### src/rtl/atto_pkg.sv
// Shared link constants and packet layout for the router output stage.
package atto_pkg;

    localparam int unsigned PKT_W    = 48;
    localparam int unsigned DX_HI    = 47;
    localparam int unsigned DX_LO    = 44;
    localparam int unsigned DY_HI    = 43;
    localparam int unsigned DY_LO    = 40;
    localparam int unsigned COORD_W  = 4;
    localparam int unsigned PAYLD_W  = 40;
    localparam int unsigned CREDIT_W = 4;

    localparam logic [1:0] LINK_VALID = 2'b10;
    localparam logic [1:0] LINK_IDLE  = 2'b00;

    // Packet as carried on the crossbar and the link.
    typedef struct packed {
        logic [COORD_W-1:0] dx;
        logic [COORD_W-1:0] dy;
        logic [PAYLD_W-1:0] payload;
    } pkt_t;

endpackage

### src/rtl/output_flow_handler.sv
// Credit counter, launch decision and link strobe register for the outport.
module output_flow_handler
    import atto_pkg::*;
#(
    parameter int unsigned CREDITS = 4
) (
    input  logic                clka,
    input  logic                rsta,
    input  logic                fifo_empty,
    input  logic                credit_din,
    output logic                launch_en,
    output logic [CREDIT_W-1:0] credit_cnt,
    output logic [1:0]          diff_pair_dout
);

    localparam logic [CREDIT_W-1:0] CREDIT_MAX = CREDIT_W'(CREDITS);

    // Launch whenever a packet is waiting and the neighbour has a free slot.
    always_comb begin
        launch_en = !fifo_empty && (credit_cnt != '0);
    end

    // Credit counter: a returned credit and a launch in the same cycle cancel.
    always_ff @(posedge clka) begin
        if (rsta) begin
            credit_cnt <= CREDIT_MAX;
        end else begin
            case ({credit_din, launch_en})
                2'b10: if (credit_cnt != CREDIT_MAX) credit_cnt <= credit_cnt + CREDIT_W'(1);
                2'b01: credit_cnt <= credit_cnt - CREDIT_W'(1);
                default: credit_cnt <= credit_cnt;
            endcase
        end
    end

    // Strobe marks the cycle in which the channel carries a fresh packet.
    always_ff @(posedge clka) begin
        if (rsta) begin
            diff_pair_dout <= LINK_IDLE;
        end else begin
            diff_pair_dout <= launch_en ? LINK_VALID : LINK_IDLE;
        end
    end

endmodule

### src/rtl/outport.sv
// Router output stage: 2-entry FIFO feeding a credit-controlled 48-bit link.
// Optional sticky error checks are built when OUTPORT_ERR_CHECK_EN is defined.
module outport
    import atto_pkg::*;
#(
    parameter int unsigned CREDITS = 4,
    parameter int unsigned X_LOCAL = 2,
    parameter int unsigned Y_LOCAL = 2
) (
    input  logic             clka,
    input  logic             rsta,
    input  logic             valid_din,
    input  logic [PKT_W-1:0] packet_din,
    output logic             ready_dout,
    input  logic             credit_din,
    output logic [1:0]       diff_pair_dout,
    output logic [PKT_W-1:0] channel_dout,
    output logic [2:0]       error_dout
);

    logic [PKT_W-1:0]    fifo_mem [2];
    logic                wr_ptr;
    logic                rd_ptr;
    logic [1:0]          fifo_cnt;
    logic                fifo_empty;
    logic                wr_en;
    logic                launch_en;
    logic [CREDIT_W-1:0] credit_cnt;

    // Acceptance depends only on FIFO occupancy and reset, never on valid_din.
    always_comb begin
        ready_dout = (fifo_cnt < 2'd2) && !rsta;
        wr_en      = valid_din && ready_dout;
        fifo_empty = (fifo_cnt == 2'd0);
    end

    // FIFO storage; stale contents are harmless because pointers are reset.
    always_ff @(posedge clka) begin
        if (wr_en) begin
            fifo_mem[wr_ptr] <= packet_din;
        end
    end

    // FIFO pointers and occupancy; push and pop together leave count unchanged.
    always_ff @(posedge clka) begin
        if (rsta) begin
            wr_ptr   <= 1'b0;
            rd_ptr   <= 1'b0;
            fifo_cnt <= 2'd0;
        end else begin
            if (wr_en)     wr_ptr <= ~wr_ptr;
            if (launch_en) rd_ptr <= ~rd_ptr;
            case ({wr_en, launch_en})
                2'b10:   fifo_cnt <= fifo_cnt + 2'd1;
                2'b01:   fifo_cnt <= fifo_cnt - 2'd1;
                default: fifo_cnt <= fifo_cnt;
            endcase
        end
    end

    // Channel register holds the last launched packet between launches.
    always_ff @(posedge clka) begin
        if (rsta) begin
            channel_dout <= '0;
        end else if (launch_en) begin
            channel_dout <= fifo_mem[rd_ptr];
        end
    end

    output_flow_handler #(
        .CREDITS (CREDITS)
    ) u_flow (
        .clka           (clka),
        .rsta           (rsta),
        .fifo_empty     (fifo_empty),
        .credit_din     (credit_din),
        .launch_en      (launch_en),
        .credit_cnt     (credit_cnt),
        .diff_pair_dout (diff_pair_dout)
    );

`ifdef OUTPORT_ERR_CHECK_EN
    pkt_t in_pkt;
    logic credit_ovf;
    logic pkt_drop;
    logic pkt_uturn;

    // Error conditions; a U-turn packet is one addressed to this router.
    always_comb begin
        in_pkt     = pkt_t'(packet_din);
        credit_ovf = credit_din && (credit_cnt == CREDIT_W'(CREDITS)) && !launch_en;
        pkt_drop   = valid_din && !ready_dout;
        pkt_uturn  = wr_en && (in_pkt.dx == COORD_W'(X_LOCAL)) && (in_pkt.dy == COORD_W'(Y_LOCAL));
    end

    // Sticky error flags, cleared only by reset.
    always_ff @(posedge clka) begin
        if (rsta) begin
            error_dout <= 3'b000;
        end else begin
            error_dout <= error_dout | {pkt_uturn, pkt_drop, credit_ovf};
        end
    end
`else
    logic unused_cfg;

    // Checks are not built; coordinates and credit level are not needed.
    always_comb begin
        error_dout = 3'b000;
        unused_cfg = ^{COORD_W'(X_LOCAL), COORD_W'(Y_LOCAL), credit_cnt};
    end
`endif

endmodule

### config.mk
export PLATFORM = sky130hd
export DESIGN_NAME = outport
export DESIGN_NICKNAME = d
export VERILOG_FILES = /design/src/rtl/atto_pkg.sv /design/src/rtl/output_flow_handler.sv /design/src/rtl/outport.sv
export SDC_FILE = /design/constraint.sdc
export NUM_CORES = 1
export LEC_CHECK = 0
export CAP_MARGIN = 20
export CORE_ASPECT_RATIO = 1.4
export CORE_MARGIN = 1
export CORE_UTILIZATION = 55
export CTS_CLUSTER_DIAMETER = 100
export DETAILED_ROUTE_END_ITERATION = 8
export HOLD_SLACK_MARGIN = 0.08
export PLACE_DENSITY = 0.84
export SLEW_MARGIN = 20
export SYNTH_ARGS = -nofsm -noshare
export SYNTH_HDL_FRONTEND = slang
export SYNTH_SLANG_ARGS = --single-unit
### constraint.sdc
create_clock -name clka -period 6 [get_ports clka]
set_input_delay 1.2 -clock clka [delete_from_list [all_inputs] [get_ports clka]]
set_output_delay 1.2 -clock clka [all_outputs]
set_load 0.1 [all_outputs]
==> results of run 1 <==
-- cells in the final DEF (no fill, tap or decap), types with 2 or more instances in the layout --
cell type,n
a31oi_1,2
xor2_1,4
inv_1,2
o21ai_0,2
nand2_1,2
bufinv_16,3
clkbuf_1,2
clkinvlp_4,3
mux2i_1,49
nor2_1,57
clkbuf_16,17
clkinv_4,2
clkinv_2,4
a21oi_1,3
a211oi_2,20
a211oi_1,28
xnor2_1,3
ha_1,2
clkdlybuf4s50_1,100
dfxtp_1,56
edfxtp_1,96
conb_1,4
buf_4,4
nor2_4,2
-- layout make-up --
cell class / count / area [um2] / area share (%)
sequential: 153 / 4030 / 55.2
multi-input combinational: 191 / 1460 / 19.9
timing repair buffer: 106 / 1060 / 14.5
clock buffer: 19 / 433 / 5.93
tap: 135 / 169 / 2.31
clock inverter: 13 / 154 / 2.11
inverter: 2 / 7.51 / 0.103
-- stage by stage --
| stage | util, % | cells | setup slack (ns) | hold WS [ns] |
|---|---|---|---|---|
| final | 73.8 | 619 | 2.15 | 0.498 |
| after global routing | 73.8 | 619 | 2.11 | 0.519 |
| after CTS | 73.6 | 618 | 2.15 | 0.499 |
| after detailed placement | 67.6 | 586 | 2.15 | 0.491 |
| after global placement | 67.6 | 586 | 2.20 | 0.487 |
| after floorplan | - | 374 | 0.639 | 0.472 |
-- final timing paths --
kind                         from              endpoint  slack [ns]  depth (start not counted)
max                          rsta            ready_dout        2.15                          3
min               channel_dout[9]       channel_dout[9]        0.50                          2
max reg2reg  u_flow.credit_cnt[1]  u_flow.credit_cnt[3]        3.81                          6
min reg2reg       channel_dout[9]       channel_dout[9]        0.50                          2
-- routing by layer --
metal,global-route usage [%],vias to the layer above,part of all wire [%]
li1,-,1578,-
met1,21.5,1573,40
met2,36.9,83,54
met3,6.30,18,3.9
met4,8.09,0,2.0
met5,0,-,0
-- state kept, by name, summed over array words and instances (netlist names) --
signal / flops
u_flow.diff_pair_dout: 1
channel_dout: 48
wr_ptr: 1
fifo_mem: 96
u_flow.credit_cnt: 4
fifo_cnt: 2
rd_ptr: 1
-- tightest hold or removal path, stage by stage, from the launching register on --
cell and delay [ns]:
dfxtp_1 0.31, nor2_1 0.09, a211oi_1 0.05
-- cell usage after synthesis --
master	count
clkbuf_1	9
o21bai_2	1
and3_1	2
xnor2_1	3
ha_1	2
buf_2	10
nand2_1	2
a211oi_1	28
o21ai_1	1
xor2_1	4
a31oi_1	2
nor4_4	1
mux2_4	1
edfxtp_1	96
a211oi_2	20
buf_6	4
conb_1	1
buf_4	5
o21ai_0	2
a21oi_1	3
or4_1	1
mux2i_1	49
o41ai_1	1
dfxtp_1	57
o221a_2	1
nand4_1	1
or3_1	1
nor3_1	1
nor2_1	59
nor3_2	1
inv_1	2
-- logic make-up (layout without fill, tap and decap cells) --
group           count (synthesis)  after routing  synth area share [%]
buf+inv                        30            140                  3.09
xor+xnor                        7              7                  1.09
mux                            50             50                  8.99
other cells                     1              4                0.0667
compound gates                 59             59                  9.50
simple gates                   69             69                  5.29
fa+ha+maj                       2              2                 0.445
flops                         153            153                  71.5
==> flow_metrics.tcl, run 1 <==
set metrics [dict create \
    clock-skew-final_ns 0.0103 \
    routedWlPerCell_um 16.4 \
    status "complete, no violations" \
    syn_avg_cell_area_um2 15.2 \
    report.final.setup_viol 0 \
    hold_violations 0 \
    nets 525 \
    synth-seq-cells 153 \
    cts_sinks 153 \
    clock.fmax_mhz 260 \
    startpoint_type "primary input" \
    place_area_um2 6700 \
    die_y_um 122 \
    cts_tree "built" \
    clk_pin_slew_worst_paths_ns 0.06 \
    h-tree-depth 4 \
    area_growth_pct 29.8 \
    synth_cell_types 31 \
    synth_cells 371 \
    drc 0 \
    antenna_found_initial 0 \
    crit_path_max_incr_delay_ns 1.17 \
    insertion_delay_ns 0.41 \
    netlist_top_cells_area "edfxtp_1, dfxtp_1, mux2i_1" \
    fin_tns_setup_ns 0 \
    yosys.area.top_type "edfxtp_1" \
    cts-buffers-inserted 17 \
    port_buffers 101 \
    worst_slew_pin_slew_ns 1.01 \
    stdcell_area_um2 7300 \
    grt_start_max_net_pins 57 \
    coreArea_um2 9900 \
    path_buf_inv 2 \
    ctsResizeCount 0 \
    num_vias 3252 \
    worstPathCellList "buf_2 -> nor2_1 -> clkdlybuf4s50_1" \
    critPathArrivalTime_ns 2.65 \
    dieArea_um2 10600 \
    synth_area_um2 5630 \
    dr.pass1.iters 4 \
    slowest_stage "clkdlybuf4s50_1" \
    grt-ovfl-total 0 \
    routabilityCongestion 0.713 \
    drive_gt1_share_pct 13.2 \
    die_x_um 87.5 \
    diodes 0 \
    grt.total_usage_pct 20.3 \
    fillers 646 \
    placementRows 43 \
    ys_warn_count 0 \
    drt_iter0_drc 118 \
    crit_family "buffers and inverters" \
    hold_path.class "register to register" \
    cts_buffer_depth 2 \
    hold_buffers 0 \
    cts-root-buf "clkbuf_16" \
    synth-seq-area-share_pct 71.5 \
    ant_nets 0 \
    grt_pass1_wl_um 15800 \
    drt_wl_total_um 10100 \
    final_max_slew_viol_count 0 \
    synth_top_cell_area_share_pct 51.2 \
    worst-setup-path-type "primary input to output pin" \
    grt_pass1_vias 3248 \
    min_period_ns 3.85 \
    cp_max_fo 3 \
    drv_cap 0 \
    end_kind "output pin" \
    cts_setup_buffers 0 \
    dp_hpwl_um 6000 \
    io_pins 106 \
    fin_crit_sh_pct 64.1 \
    via_per_inst 5.25 \
    cp.required_ns 4.80 \
    slew_headroom_pct 32.7 \
    start_util_pct 56.8 \
    rsz0062_at_grt "no" \
]
Power of run 1 is left out: the tool's default activity adds up to more than one toggle a clock period on the data nets, which glitch-free logic cannot reach.
==> run 2, diff against run 1 <==
- CORE_UTILIZATION: 55 -> 46
- PLACE_DENSITY: 0.84 -> 0.75
- clock period: 6 -> 3.25 ns (I/O delays scaled with it)
==> flow_metrics.tcl, run 2 (synthesis gave the netlist of run 1 again) <==
set metrics [dict create \
    port_buffers 101 \
    hold_path.class "register to register" \
    reg_top3 "fifo_mem: 96 flops, channel_dout: 48 flops, u_flow.credit_cnt: 4 flops" \
    path_buf_inv 1 \
    dieArea_um2 12700 \
    final_max_slew_viol_count 0 \
    grt_pass1_wl_um 16300 \
    wl_met3_um 429 \
    num_vias 3238 \
    end_kind "register" \
    grt_pass1_vias 3393 \
    routabilityCongestion 0.763 \
    drive_gt1_share_pct 24.2 \
    drv_cap 0 \
    hold_buffers 0 \
    routedWlPerCell_um 16.2 \
    status "complete, no violations" \
    placementRows 47 \
    fin_tns_setup_ns 0 \
    m1WireLength_um 3980 \
    cp.required_ns 3.60 \
    cp_max_fo 6 \
    critPathArrivalTime_ns 2.50 \
    diodes 0 \
    hold_violations 0 \
    grt_start_max_net_pins 62 \
    h-tree-depth 4 \
    startpoint_type "primary input" \
    cts-buffers-inserted 17 \
    fillers 898 \
    routed-wl-met2_um 5570 \
    cts_sinks 153 \
    largest_reg_flops 96 \
    drc 0 \
    clk_pin_slew_worst_paths_ns 0.06 \
    clock.fmax_mhz 464 \
    ant_nets 0 \
    slowest_stage "clkdlybuf4s50_1" \
    ctsResizeCount 0 \
    coreArea_um2 11900 \
    io_pins 106 \
    worstPathCellList "clkdlybuf4s50_1 -> nor3_2 -> xor2_1 -> ha_1 -> nor2_1 -> mux2_4 -> and3_1 -> o21ai_1" \
    rsz0062_at_grt "no" \
    crit_family "simple AND/OR/NAND/NOR gates" \
    cts_buffer_depth 2 \
    setup_slack_ns 1.09 \
    report.final.setup_viol 0 \
    highest_layer "met4" \
    worst_slew_pin_slew_ns 0.900 \
    insertion_delay_ns 0.41 \
    cts_tree "built" \
    antenna_found_initial 0 \
    dp_hpwl_um 6180 \
    grt.total_usage_pct 17.5 \
    hold_slack_ns 0.501 \
    cts-root-buf "clkbuf_16" \
    die_y_um 133 \
    pre_cts_slack_ns 0.664 \
    layout_common_cells "edfxtp_1, nor2_1, dfxtp_1" \
    start_util_pct 47.4 \
    cts_setup_buffers 0 \
    drt_wl_total_um 10200 \
    crit_path_max_incr_delay_ns 0.52 \
    area_growth_pct 28.3 \
    min_period_ns 2.16 \
    clock-skew-final_ns 0.00616 \
    grt-ovfl-total 0 \
    final_common_cell "edfxtp_1" \
    fin_crit_sh_pct 66.4 \
    via_per_inst 5.13 \
    regMostFlops "fifo_mem" \
    nets 525 \
    worst-setup-path-type "primary input to register" \
    slew_headroom_pct 40.0 \
    dr.pass1.iters 4 \
    die_x_um 95.5 \
    drt_iter0_drc 124 \
]
## run 2: cell count changes in the layout (fill, tap and decap cells not counted)
cell             previous run  this run
clkinv_4                    2         3
clkdlybuf4s50_1           100        50
clkinv_2                    4         1
clkbuf_8                    0         1
clkbuf_1                    2         0
nor2_2                      0         1
buf_4                       4        54
clkinvlp_4                  3         4
inv_6                       0         2
nor2_1                     57        56
## run 2: worst register-to-register path, delay by kind of cell, from the launching register on
| kind | cells | cell delay, ns |
|---|---|---|
| buffers and inverters | 1 | 0.62 |
| flip-flops | 1 | 0.52 |
| AO/OA/AOI/OAI | 1 | 0.25 |
| AND/OR/NAND/NOR | 3 | 0.59 |
## run 2: layer usage
layer / global-route usage (%) / up-vias
met5: 0 / -
met4: 8.46 / 0
met3: 4.94 / 17
met2: 31.1 / 78
met1: 18.4 / 1552
li1: - / 1591
## run 2: path summary, 6_finish.rpt
kind / from / end / slack (ns) / depth (start not counted)
worst min-delay path: channel_dout[11] / channel_dout[11] / 0.50 / 2
worst max-delay path: credit_din / u_flow.credit_cnt[2] / 1.09 / 8
worst min register to register: channel_dout[11] / channel_dout[11] / 0.50 / 2
worst max register to register: u_flow.credit_cnt[1] / channel_dout[29] / 1.18 / 5
## run 2: final cells by class
type	instances	area [um2]	area share [%]
Tap cell	147	184	2.55
Multi-Input combinational cell	191	1460	20.2
Inverter	2	7.51	0.104
Clock buffer	18	439	6.08
Sequential cell	153	4030	55.8
Timing Repair Buffer	106	931	12.9
Clock inverter	14	173	2.39
## run 2: through the flow
stage | util, % | instance area [um2] | std cells
final | 60.8 | 7220 | 631
after global routing | 60.8 | 7220 | 631
after CTS | 60.8 | 7220 | 631
after detailed placement | 55.6 | 6610 | 599
after global placement | 55.6 | 6610 | 599
after floorplan | - | 5650 | 374
Power of run 2 is left out for the same reason.
==> run 3, diff against run 2 <==
- clock period: 3.25 -> 1.8 ns (I/O delays scaled with it)
==> flow_metrics.tcl, run 3 (synthesis gave the netlist of run 1 again) <==
set metrics [dict create \
    antenna_found_initial 0 \
    routabilityCongestion 0.742 \
    placementRows 47 \
    port_buffers 101 \
    hold_violations 0 \
    via_per_inst 5.32 \
    diodes 0 \
    worstPathCellList "nor4_4 -> nor3_2 -> xor2_1 -> ha_1 -> nor2_1 -> mux2_4 -> and3_1 -> o21ai_1" \
    drv_cap 0 \
    layout_common_cells "edfxtp_1, buf_12, nor2_1" \
    h-tree-depth 4 \
    min_period_ns 1.90 \
    multiInputGateArea_um2 1490 \
    worst-setup-path-type "register to register" \
    largest_reg_flops 96 \
    final_util_pct 68.3 \
    setup_slack_ns -0.0998 \
    coreArea_um2 11900 \
    status "finished, violations left" \
    final_max_slew_viol_count 0 \
    die_x_um 95.5 \
    regArea_um2 4040 \
    grt_start_max_net_pins 57 \
    path_buf_inv 0 \
    grt.total_usage_pct 20.1 \
    io_pins 106 \
    cts_sinks 153 \
    reg_top3 "fifo_mem: 96 flops, channel_dout: 48 flops, u_flow.credit_cnt: 4 flops" \
    dp_hpwl_um 7140 \
    clock-skew-final_ns 0.00778 \
    final_common_cell "edfxtp_1" \
    startpoint_type "register" \
    dieArea_um2 12700 \
    dr.pass1.iters 4 \
    routedWlPerCell_um 18.1 \
    hold_start "rsta" \
    cts-buffers-inserted 17 \
    start_util_pct 47.4 \
    crit_path_max_incr_delay_ns 0.36 \
    rsz0062_at_grt "yes" \
    grt-ovfl-total 0 \
    num_vias 3429 \
    die_y_um 133 \
    fin_crit_sh_pct 106 \
    cp.required_ns 2.14 \
    drt_wl_total_um 11700 \
    end_kind "register" \
    cp_max_fo 4 \
    cts_tree "built" \
    insertion_delay_ns 0.41 \
    regMostFlops "fifo_mem" \
    report.final.setup_viol 2 \
    critPathArrivalTime_ns 2.24 \
    slowest_stage "dfxtp_4" \
    clk_pin_slew_worst_paths_ns 0.06 \
    r2r-start "u_flow.credit_cnt[3]" \
    area_growth_pct 44.2 \
    drc 0 \
    ant_nets 0 \
    crit_family "simple AND/OR/NAND/NOR gates" \
    nets 538 \
    violations "setup timing" \
    grt_pass1_vias 3716 \
    critPathLaunch "u_flow.credit_cnt[3]" \
    hold_buffers 0 \
    drive_gt1_share_pct 27.8 \
    fillers 773 \
    drt_iter0_drc 150 \
    grt_pass1_wl_um 18600 \
    cts-root-buf "clkbuf_16" \
    cts_buffer_depth 2 \
    clock.fmax_mhz 526 \
    hold_path.class "primary input to register" \
]
[run 3: cell types whose count changed in the layout (fill, tap and decap cells not counted), sizes merged]
cell	delta
buf	+12
bufbuf	+1
bufinv	+1
clkinv	+1
clkinvlp	-3
inv	+1
[run 3: per-layer routing]
layer / vias up / share of wire [%] / global-route usage [%]
met5: - / 0 / 0
met4: 0 / 1.8 / 8.21
met3: 17 / 4.1 / 5.69
met2: 97 / 57 / 36.5
met1: 1705 / 37 / 21.3
li1: 1610 / - / -
[run 3: final timing paths]
path | end | slack, ns | depth (start not counted)
setup / recovery | u_flow.credit_cnt[2] | -0.1 | 8
hold / removal | wr_ptr | 0.43 | 5
hold reg to reg | channel_dout[20] | 0.54 | 2
setup reg to reg | u_flow.credit_cnt[2] | -0.1 | 8
[run 3: worst reg2reg max path: cells and delay by family, from the launching register on]
kind | cells | cell delay [ns]
simple gates | 4 | 0.67
fa+ha+maj | 1 | 0.22
xor+xnor | 1 | 0.19
mux | 1 | 0.26
flops | 1 | 0.36
compound gates | 1 | 0.13
[run 3: metrics by stage]
step	TNS (ns)	hold WS (ns)	cells	cell area, um2	worst slack, ns
floorplan	-33.69	0.459	374	5680	-0.400
global placement	-0.256	0.522	608	7400	-0.212
detailed placement	-0.583	0.531	608	7400	-0.364
CTS	-0.0847	0.411	641	8080	-0.0615
global route	-0.344	0.448	644	8110	-0.198
finish	-0.115	0.426	644	8110	-0.0998
[run 3: repair_timing]
| action | in CTS | in global routing |
|---|---|---|
| gates cloned | 1 | 0 |
| setup endpoints to repair | 13 | 14 |
| gates resized for setup | 4 | 2 |
| buffers inserted | 0 | 4 |
| pin swaps | 3 | 4 |
[run 3: layout make-up]
cell class	instances	area share, %
clock buffer	18	5.29
sequential	153	49.7
clock inverter	14	2.41
timing repair buffer	119	21.9
multi-input combinational	191	18.3
tap	147	2.27
inverter	2	0.0925
Power of run 3 is left out for the same reason.
